===== src/rtl/key_event_gen_if.sv =====
// Key event bundle: the debounced key level and enable go into the event
// generator, and the single-cycle game events plus the hold time come back out.
// The release event is named release_evt because `release` is a reserved word.
interface key_event_gen_if #(
  parameter int CNT_W = 10
);
  logic             level_in;
  logic             en;
  logic             press;
  logic             release_evt;
  logic             long_press;
  logic             repeat_evt;
  logic             held;
  logic [CNT_W-1:0] hold_ms;

  // Consumer side: drives the key level and enable, and receives the events.
  modport master (
    output level_in, en,
    input  press, release_evt, long_press, repeat_evt, held, hold_ms
  );

  // Event generator side.
  modport slave (
    input  level_in, en,
    output press, release_evt, long_press, repeat_evt, held, hold_ms
  );
endinterface


===== src/rtl/key_event_gen.sv =====
// Key event generator: turns the asynchronous debounced key level into
// single-cycle press / release / long-press / auto-repeat events in the clk
// domain, and reports the hold time in milliseconds (saturating).
module key_event_gen #(
  parameter int CLK_PER_MS = 100000,
  parameter int LONG_MS    = 500,
  parameter int REPEAT_MS  = 100,
  parameter int CNT_W      = 10
) (
  input  logic               clk,
  input  logic               rst_n,
  key_event_gen_if.slave     bus
);

  localparam int PS_W  = (CLK_PER_MS > 1) ? $clog2(CLK_PER_MS) : 1;
  localparam int RPT_W = (REPEAT_MS > 1) ? $clog2(REPEAT_MS) : 1;

  localparam logic [PS_W-1:0]  PS_LAST   = PS_W'(CLK_PER_MS - 1);
  localparam logic [RPT_W-1:0] RPT_LAST  = RPT_W'(REPEAT_MS - 1);
  localparam logic [CNT_W-1:0] LONG_LAST = CNT_W'(LONG_MS - 1);
  localparam logic [CNT_W-1:0] HOLD_MAX  = '1;

  typedef enum logic [1:0] {
    IDLE    = 2'd0,
    PRESSED = 2'd1,
    LONG    = 2'd2
  } state_t;

  state_t           state;
  logic             sync1, sync2, prev;
  logic [PS_W-1:0]  presc;
  logic [RPT_W-1:0] rpt;
  logic [CNT_W-1:0] hold_ms;
  logic             press, release_evt, long_press, repeat_evt, held;

  logic rise, fall, tick;

  // Two-flop synchronizer for the async key level, plus the edge-detect flop.
  // NOTE: sequential state uses non-blocking assignments so every flop samples
  // the pre-edge value of its source; blocking here would collapse the chain.
  // The chain resets to 1 so a key held through reset never looks like a press.
  always_ff @(posedge clk or negedge rst_n) begin
    if (!rst_n) begin
      sync1 <= 1'b1;
      sync2 <= 1'b1;
      prev  <= 1'b1;
    end else begin
      sync1 <= bus.level_in;
      sync2 <= sync1;
      prev  <= sync2;
    end
  end

  assign rise = sync2 & ~prev;
  assign fall = ~sync2 & prev;
  assign tick = (state != IDLE) && (presc == PS_LAST);

  // Event FSM with prescaler, repeat counter and hold timer; all outputs
  // registered. Priority: en=0, then fall, then tick.
  always_ff @(posedge clk or negedge rst_n) begin
    if (!rst_n) begin
      state       <= IDLE;
      presc       <= '0;
      rpt         <= '0;
      hold_ms     <= '0;
      press       <= 1'b0;
      release_evt <= 1'b0;
      long_press  <= 1'b0;
      repeat_evt  <= 1'b0;
      held        <= 1'b0;
    end else begin
      press       <= 1'b0;
      release_evt <= 1'b0;
      long_press  <= 1'b0;
      repeat_evt  <= 1'b0;

      if (!bus.en) begin
        // Forced idle: no release pulse, and any rise seen now is lost.
        state <= IDLE;
        held  <= 1'b0;
        presc <= '0;
      end else begin
        case (state)
          IDLE: begin
            presc <= '0;
            if (rise) begin
              state   <= PRESSED;
              press   <= 1'b1;
              held    <= 1'b1;
              hold_ms <= '0;
            end
          end

          PRESSED: begin
            if (fall) begin
              state       <= IDLE;
              release_evt <= 1'b1;
              held        <= 1'b0;
              presc       <= '0;
            end else if (tick) begin
              presc <= '0;
              if (hold_ms != HOLD_MAX) hold_ms <= hold_ms + CNT_W'(1);
              if (hold_ms == LONG_LAST) begin
                state      <= LONG;
                long_press <= 1'b1;
                rpt        <= '0;
              end
            end else begin
              presc <= presc + PS_W'(1);
            end
          end

          LONG: begin
            if (fall) begin
              state       <= IDLE;
              release_evt <= 1'b1;
              held        <= 1'b0;
              presc       <= '0;
            end else if (tick) begin
              presc <= '0;
              if (hold_ms != HOLD_MAX) hold_ms <= hold_ms + CNT_W'(1);
              if (rpt == RPT_LAST) begin
                repeat_evt <= 1'b1;
                rpt        <= '0;
              end else begin
                rpt <= rpt + RPT_W'(1);
              end
            end else begin
              presc <= presc + PS_W'(1);
            end
          end

          default: begin
            state <= IDLE;
            held  <= 1'b0;
            presc <= '0;
          end
        endcase
      end
    end
  end

  assign bus.press       = press;
  assign bus.release_evt = release_evt;
  assign bus.long_press  = long_press;
  assign bus.repeat_evt  = repeat_evt;
  assign bus.held        = held;
  assign bus.hold_ms     = hold_ms;

endmodule


===== src/flat_wrapper.sv =====
// flat-port wrapper written by rule: the top's interface ports become plain ports
module key_event_gen_flat 
#(
  parameter int CLK_PER_MS = 100000,
  parameter int LONG_MS    = 500,
  parameter int REPEAT_MS  = 100,
  parameter int CNT_W      = 10
)
  (clk, rst_n, bus_level_in, bus_en, bus_press, bus_release_evt, bus_long_press, bus_repeat_evt, bus_held, bus_hold_ms);
  key_event_gen_if #(.CNT_W(CNT_W)) bus_i ();
  input  logic clk;
  input  logic rst_n;
  input wire logic [$bits(bus_i.level_in)-1:0] bus_level_in;
  input wire logic [$bits(bus_i.en)-1:0] bus_en;
  output wire logic [$bits(bus_i.press)-1:0] bus_press;
  output wire logic [$bits(bus_i.release_evt)-1:0] bus_release_evt;
  output wire logic [$bits(bus_i.long_press)-1:0] bus_long_press;
  output wire logic [$bits(bus_i.repeat_evt)-1:0] bus_repeat_evt;
  output wire logic [$bits(bus_i.held)-1:0] bus_held;
  output wire logic [$bits(bus_i.hold_ms)-1:0] bus_hold_ms;
  assign bus_i.level_in = bus_level_in;
  assign bus_i.en = bus_en;
  assign bus_press = bus_i.press;
  assign bus_release_evt = bus_i.release_evt;
  assign bus_long_press = bus_i.long_press;
  assign bus_repeat_evt = bus_i.repeat_evt;
  assign bus_held = bus_i.held;
  assign bus_hold_ms = bus_i.hold_ms;
  key_event_gen #(.CLK_PER_MS(CLK_PER_MS), .LONG_MS(LONG_MS), .REPEAT_MS(REPEAT_MS), .CNT_W(CNT_W)) u_core (.clk(clk), .rst_n(rst_n), .bus(bus_i));
endmodule

===== config.mk =====
export PLATFORM = sky130hd
export DESIGN_NAME = key_event_gen_flat
export DESIGN_NICKNAME = d
export VERILOG_FILES = /design/src/rtl/key_event_gen_if.sv /design/src/rtl/key_event_gen.sv /design/src/flat_wrapper.sv
export SDC_FILE = /design/constraint.sdc
export NUM_CORES = 1
export LEC_CHECK = 0
export ABC_AREA = 0
export BUFFER_PORTS_ARGS = -buffer_cell sky130_fd_sc_hd__buf_2
export CAP_MARGIN = 20
export CORE_MARGIN = 4
export CORE_UTILIZATION = 40
export CTS_BUF_LIST = sky130_fd_sc_hd__clkbuf_8
export DETAILED_ROUTE_END_ITERATION = 7
export PLACE_DENSITY = 0.61
export SLEW_MARGIN = 30
export SYNTH_ARGS = -nofsm -noshare
export SYNTH_HDL_FRONTEND = slang
export SYNTH_SLANG_ARGS = --single-unit

===== constraint.sdc =====
create_clock -name clk -period 3.4 [get_ports clk]
set_input_delay 0.68 -clock clk [delete_from_list [all_inputs] [get_ports clk]]
set_output_delay 0.68 -clock clk [all_outputs]
set_load 0.1 [all_outputs]

# == Word-level counts from Yosys, hierarchy flattened ==
# Cells that the tools add are included.
# word_totals
regBits,44
word_cells,92
inputBits,4
# op_classes
add_sub_neg,3
reduce_logical,10
n_eq_ne,20
n_bitwise,4
n_mux,43
# ops
cell,n
2-to-1 mux 17 bit,4
2-to-1 mux 7 bit,6
2-to-1 mux 10 bit,4
case mux 10 bit (2 select lines),1
2-to-1 mux 1 bit,19
"adder 17 x 1 -> 17 bit, second input constant",1
"equality test 17 bit, second input constant",1
case mux 7 bit (2 select lines),1
2-to-1 mux 2 bit,6
"!= test 2 x 1 -> 1 bit, second input constant",6
"adder 10 x 1 -> 10 bit, second input constant",1
"equality test 10 x 9 -> 1 bit, second input constant",1
"!= test 10 bit, second input constant",1
"!= test 3 x 2 -> 1 bit, second input constant",3
"!= test 4 x 2 -> 1 bit, second input constant",2
"adder 7 x 1 -> 7 bit, second input constant",1
"equality test 7 bit, second input constant",1
AND reduction 7 bit,1
"!= test 2 bit, second input constant",3
case mux 2 bit (3 select lines),1
AND reduction 6 bit,1
nonzero test 2 bit,3
AND reduction 4 bit,1
AND 1 bit,2
other kinds (8),9

# == Depth between registers and ports, before layout ==
# Gate-level depths: netlist of the first run.
# logic_depth
word_depth,6
mapped_depth,8
ltp_nobuf,7

# == Least setup slack after synthesis of the first run ==
# OpenSTA, ideal clock, no wires.
# synth_path
path_type,register to register
start,register u_core.hold_ms[0] (netlist: u_core.bus.hold_ms[0])
end,register u_core.rpt[4]
n_path_buf,0
path_stages_with_launch,7
arrival_ns,2.329
setup_time_ns,0.095
path_slack_ns,0.975
synth_period_minus_slack_ns,2.425
path_cell_list,dfrtp_1 ha_1 nor4b_2 a41oi_1 nand4b_4 or2_4 o31ai_1
# synth_via
elab_chain_len,3
# synth_rtl
element,line,text
"start, declared",key_event_gen.sv:33,logic [CNT_W-1:0] hold_ms;
"start signal, assigned",key_event_gen.sv:102,if (hold_ms != HOLD_MAX) hold_ms <= hold_ms + CNT_W'(1);
"start signal, assigned",key_event_gen.sv:121,if (hold_ms != HOLD_MAX) hold_ms <= hold_ms + CNT_W'(1);
equality test 10 x 9 -> 1 bit,key_event_gen.sv:103,if (hold_ms == LONG_LAST) begin
!= test 2 x 1 -> 1 bit (no line),n/a,
AND reduction 7 bit (no line),n/a,
"end signal, assigned",key_event_gen.sv:126,rpt <= rpt + RPT_W'(1);
"end, declared",key_event_gen.sv:32,logic [RPT_W-1:0] rpt;
# Every way passes these cells.
# A chain may end at the register's enable or synchronous reset.

# == Worst setup path in the final report of the first run ==
# layout_path
start,register u_core.state[1]
end,register u_core.hold_ms[3] (netlist: u_core.bus.hold_ms[3])
# layout_via
elab_chain_len,4
word_cells_on_any_way,13
# layout_rtl
element,line,text
"start, declared",key_event_gen.sv:29,state_t state;
"start signal, assigned",key_event_gen.sv:62,state <= IDLE;
"start signal, assigned",key_event_gen.sv:79,state <= IDLE;
"start signal, assigned",key_event_gen.sv:87,state <= PRESSED;
equality test 2 x 1 -> 1 bit (tied with other cells),key_event_gen.sv:83,case (state)
OR reduction 2 bit (no line) or logical AND 1 bit (tied branches),n/a,
!= test 2 bit (no line) (tied with other cells),n/a,
AND reduction 6 bit (no line),n/a,
# Several ways; a longest one is shown, not always the timed one.

==> impl_metrics.json, run 1 <==
{
  "outcome": "finished clean",
  "multi_input_area_mm2": 0.00122,
  "drc": 0,
  "async_flop_share_pct": 100,
  "ys_dominant_reg_cell": "dfrtp_1",
  "drv_slew": 0,
  "cts_inserted_buffers": 5,
  "setup_tns_ns": 0,
  "syn_avg_cell_area_um2": 9.41,
  "ys_types": 48,
  "cp.required_ns": 3.58,
  "routed_wl_um": 4770,
  "whs_path_depth": 0,
  "irDropWorstVdd_mv": 0.280,
  "antenna_found_initial": 0,
  "relSlewSlack_pct": 58.4,
  "wl_per_cell_um": 13.5,
  "critPathKind": "register to register",
  "core_area_mm2": 0.00589,
  "grt_util_all_layers_pct": 14.5,
  "avgViaCountPerCell": 5.33,
  "cp-end-kind": "register",
  "final_cells": 353,
  "grt_pass1_wl_um": 8500,
  "min_path_type": "register to register",
  "cp_data_arrival_time_ns": 2.46,
  "clock_latency_ns": 0.30,
  "initial_core_util_pct": 40.9,
  "dp_cells": 345,
  "io_buffer_count": 18,
  "cts-root-buf": "clkbuf_8",
  "setup_viol": 0,
  "finalHoldViolCount": 0,
  "syn_area_mm2": 0.00241,
  "cts_setup_buffers": 0,
  "fp-row-count": 28,
  "worstReg2RegEnd": "u_core.bus.hold_ms[3]",
  "synth-edff-count": 0,
  "min_period_over_period_pct": 67.2,
  "fillers": 619,
  "reg2reg_from": "u_core.state[1]",
  "grt_max_degree": 45,
  "ioPinCount": 19,
  "grt_setup_unrepaired": "false",
  "diodes": 0,
  "grt_pass1_vias": 1807,
  "final_common_cell": "dfrtp_1",
  "ant_nets": 0,
  "fmax_mhz": 438,
  "clock_sinks": 44,
  "synth_seq_area_share_pct": 45.8,
  "critPathLaunchType": "register",
  "clockBufferDepth": 2,
  "vias": 1880,
  "finClkSkew_ns": 0.00983,
  "netlist_instances": 256,
  "post_cts_resized": 0,
  "drtIter0Drc": 105,
  "gp_congestion": 0.879,
  "yosysWarningCount": 0,
  "areaGrowthSynthToFinish_pct": 10.3,
  "seq_area_mm2": 0.00110,
  "cts_hold_buf": 0,
  "power.density_mw_per_mm2": 379,
  "placed_area_mm2": 0.00257,
  "die_w_um": 85.6,
  "fin_crit_ns": 2.28,
  "syn-num-nets": 267,
  "holdCritStartpoint": "u_core.sync1",
  "cp_max_fo": 12,
  "timing.hold.ws_ns": 0.357,
  "dieArea_mm2": 0.00733,
  "grt_overflow": 0,
  "clk_pin_slew_worst_paths_ns": 0.08,
  "drive_gt1_share_pct": 15.1,
  "cts_tree": "built",
  "dr.pass1.iters": 4,
  "worstHoldEndpoint": "u_core.sync2",
  "layout_common_cells": "dfrtp_1 (41), nor2_1 (32), nand2_1 (23)",
  "worst_r2r_path_depth": 7,
  "die_height_um": 85.6,
  "power_leakage_nw": 1.18,
  "nets": 288,
  "post-dp-hpwl_um": 3360,
  "ys_ff_latch": 44,
  "drv_cap": 0,
  "r2r_slack_ns": 1.12,
  "htree_levels": 2,
  "max_slew.worst_pin.slew_ns": 0.620,
  "fin_area_mm2": 0.00266,
  "power_mw": 1.01
}
[cells by family after synthesis]
logic type / Yosys count / synth area share [%]
simple gates: 121 / 28.2
compound gates: 48 / 12.9
flops: 44 / 45.8
buf+inv: 20 / 3.53
xor+xnor: 15 / 5.45
fa+ha+maj: 7 / 3.63
mux: 1 / 0.415
[how the worst max path moves through the flow]
stage | end | cells past startpoint | start
6_report | u_core.bus.hold_ms[3] | 7 | u_core.state[1]
3_3_place_gp | u_core.bus.hold_ms[8] | 7 | u_core.state[1]
5_1_grt | u_core.bus.hold_ms[8] | 7 | u_core.state[1]
2_1_floorplan | u_core.rpt[4] | 6 | u_core.bus.hold_ms[0]
3_5_place_dp | u_core.bus.hold_ms[3] | 7 | u_core.state[1]
4_1_cts | u_core.bus.hold_ms[3] | 7 | u_core.state[1]
[stage by stage]
stage	util, %	setup slack (ns)
final	45.2	1.12
after global routing	45.2	0.969
after CTS	45.1	1.14
after detailed placement	43.7	1.15
after global placement	43.6	1.21
after floorplan	-	0.975
[final cells by class]
| class | count | share of cell area, % |
|---|---|---|
| Multi-Input combinational cell | 192 | 46.1 |
| Sequential cell | 44 | 41.6 |
| Timing Repair Buffer | 18 | 3.48 |
| Inverter | 16 | 2.26 |
| Clock inverter | 3 | 0.471 |
| Tap cell | 75 | 3.53 |
| Clock buffer | 5 | 2.59 |
[worst max-delay path: stages, from the launching register on]
cell and delay [ns]:
dfrtp_1 0.42, inv_1 0.10, ha_1 0.23, and4bb_1 0.29, and2_2 0.19, and4b_1 0.51
o21ba_2 0.31, o21ai_0 0.10
[registers in the layout, summed over array words and instances (netlist names)]
signal	count
u_core.bus.held	1
u_core.bus.hold_ms	10
u_core.bus.long_press	1
u_core.bus.press	1
u_core.bus.release_evt	1
u_core.bus.repeat_evt	1
u_core.presc	17
u_core.prev	1
u_core.rpt	7
u_core.state	2
u_core.sync1	1
u_core.sync2	1
[routing by layer]
metal	track usage, %	vias up	wire [um]
li1	-	945	-
met1	20.0	895	2370
met2	22.5	33	2140
met3	3.17	7	196
met4	4.75	0	69
met5	0	-	0
[power breakdown]
| part | total (mW) | leakage (nW) | internal (mW) | switching, mW |
|---|---|---|---|---|
| sequential | 0.557 | 0.600 | 0.538 | 0.0195 |
| clock | 0.308 | 0.0505 | 0.138 | 0.170 |
| combinational | 0.143 | 0.530 | 0.0233 | 0.120 |
[synth_stat cells (6+ instances only)]
library cell	number	area, um2
o21ai_0	19	95.1
dfrtp_1	41	1030
and3_1	9	56.3
inv_1	16	60.1
nor2_1	32	120
xor2_1	9	78.8
nand2_1	23	86.3
xnor2_1	6	52.6
o211ai_1	8	60.1
nand3_1	15	75.1
ha_1	7	87.6
No activity file was read; power rests on OpenSTA's default activity.
==> run 2: changes to the inputs <==
- clock period: 3.4 -> 2.3 ns (I/O delays scaled with it)
==> impl_metrics.json, run 2 (synthesis gave the netlist of run 1 again) <==
{
  "path_buf_inv": 1,
  "fin_crit_ns": 2.14,
  "gp_congestion": 0.890,
  "final_common_cell": "dfrtp_1",
  "io_buffer_count": 18,
  "die_height_um": 85.6,
  "layout_common_cells": "dfrtp_1 (39), nor2_1 (32), nand2_1 (23)",
  "ant_nets": 0,
  "cts_tree": "built",
  "relSlewSlack_pct": 58.6,
  "utilization_pct": 45.8,
  "largest_reg_flops": 17,
  "cts_hold_buf": 0,
  "post_cts_resized": 0,
  "cp_max_fo": 4,
  "use_met2_pct": 21.5,
  "diodes": 0,
  "cp.required_ns": 2.48,
  "core_area_mm2": 0.00589,
  "antenna_found_initial": 0,
  "p_switching_mw": 0.456,
  "nets": 294,
  "cts_setup_buffers": 0,
  "htree_levels": 2,
  "clock_latency_ns": 0.30,
  "cp-end-kind": "register",
  "clockBufferDepth": 2,
  "p_clk_share_pct": 30.2,
  "min_period_over_period_pct": 93.1,
  "critPathMaxStageDelay_ns": 0.47,
  "dp_cells": 351,
  "cts-root-buf": "clkbuf_8",
  "drc": 0,
  "grtUsageMet1_pct": 21.1,
  "fin_area_mm2": 0.00270,
  "avgViaCountPerCell": 5.26,
  "fmax_mhz": 467,
  "drtIter0Drc": 102,
  "clock_sinks": 44,
  "initial_core_util_pct": 40.9,
  "swShare_pct": 30.5,
  "areaGrowthSynthToFinish_pct": 11.9,
  "post-dp-hpwl_um": 3560,
  "setup_viol": 0,
  "reg_top3": "u_core.presc (17), u_core.bus.hold_ms (10), u_core.rpt (7)",
  "grt_pass1_vias": 1734,
  "power_leakage_nw": 1.21,
  "busiest_layer": "met2",
  "fp-row-count": 28,
  "comb_power_share_pct": 14.5,
  "p_int_mw": 1.04,
  "critPathKind": "register to register",
  "drive_gt1_share_pct": 17.3,
  "drv_slew": 0,
  "grt_util_all_layers_pct": 14.4,
  "power_mw": 1.49,
  "final_cells": 359,
  "wl_per_cell_um": 13.5,
  "dieArea_mm2": 0.00733,
  "clk_pin_slew_worst_paths_ns": 0.08,
  "grt_setup_unrepaired": "false",
  "die_w_um": 85.6,
  "setup_tns_ns": 0,
  "grt_overflow": 0,
  "cp_data_arrival_time_ns": 2.32,
  "critPathLaunchType": "register",
  "use_met3_pct": 2.98,
  "routed_wl_um": 4830,
  "power.density_mw_per_mm2": 553,
  "critical-path-slowest-cell": "or4b_4",
  "grt_pass1_wl_um": 8450,
  "finalHoldViolCount": 0,
  "vias": 1887,
  "max_slew.worst_pin.slew_ns": 0.615,
  "min_path_type": "input port to async pin",
  "drv_cap": 0,
  "cts_inserted_buffers": 5,
  "crit_family": "simple AND/OR/NAND/NOR gates",
  "dr.pass1.iters": 4,
  "placed_area_mm2": 0.00262,
  "irDropWorstVdd_mv": 0.330,
  "worstPathCellList": "inv_1, ha_1, and4bb_1, or4b_4, nor4_4, o21ai_0, o2bb2ai_1",
  "ioPinCount": 19,
  "grt_max_degree": 18,
  "finClkSkew_ns": 0.00850,
  "outcome": "finished clean",
  "largest_register": "u_core.presc",
  "power_frac_seq_pct": 55.3
}
run 2: changes by cell type in the layout (fill, tap and decap cells not counted):
cell	delta
nor3_2	-1
dfrtp_2	+2
nor3_1	+1
buf_4	+5
buf_2	+1
dfrtp_1	-2
run 2: cell type report:
cell class                      instances  area [um2]
Tap cell                               75        93.8
Timing Repair Buffer                   24         135
Multi-Input combinational cell        192        1220
Clock inverter                          3        12.5
Sequential cell                        44        1110
Fill cell                             565        3190
Clock buffer                            5        68.8
Inverter                               16        60.1
run 2: metrics by stage:
stage | setup slack (ns) | hold slack, ns
after floorplan | 0.0694 | 0.164
after global placement | 0.271 | 0.346
after detailed placement | 0.175 | 0.347
after CTS | 0.168 | 0.0585
after global routing | 0.0247 | 0.0739
final | 0.158 | 0.0531
run 2: routing by layer:
metal / vias to the layer above / share of wire, %
li1: 957 / -
met1: 899 / 52
met2: 26 / 44
met3: 5 / 2.6
met4: 0 / 1.3
met5: - / 0
run 2: power groups by stage:
stage	Clock [mW]	Combinational [mW]	Sequential, mW
final	0.452	0.216	0.825
after global routing	0.505	0.232	0.829
after CTS	0.471	0.219	0.824
after detailed placement	0	0.218	0.839
after global placement	0	0.217	0.839
after floorplan	0	0.0500	0.946
run 2: path summary, 6_finish.rpt:
kind | slack, ns | cells after the start | startpoint | end
max in group asynchronous | 1.63 | 2 | rst_n | u_core.sync1
min in group clk | 0.26 | 1 | bus_level_in | u_core.sync1
min reg2reg | 0.36 | 0 | u_core.sync1 | u_core.sync2
max | 0.16 | 7 | u_core.state[0] | u_core.state[0]
max reg2reg | 0.16 | 7 | u_core.state[0] | u_core.state[0]
min | 0.05 | 1 | rst_n | u_core.bus.release_evt
run 2: worst reg2reg max path, delay by kind of cell (launching register included):
family / cells / cell delay [ns]
AOI/OAI and AO/OA: 2 / 0.26
adders and majority gates: 1 / 0.24
buffers and inverters: 1 / 0.08
DFF: 1 / 0.42
and+or+nand+nor: 3 / 1.03
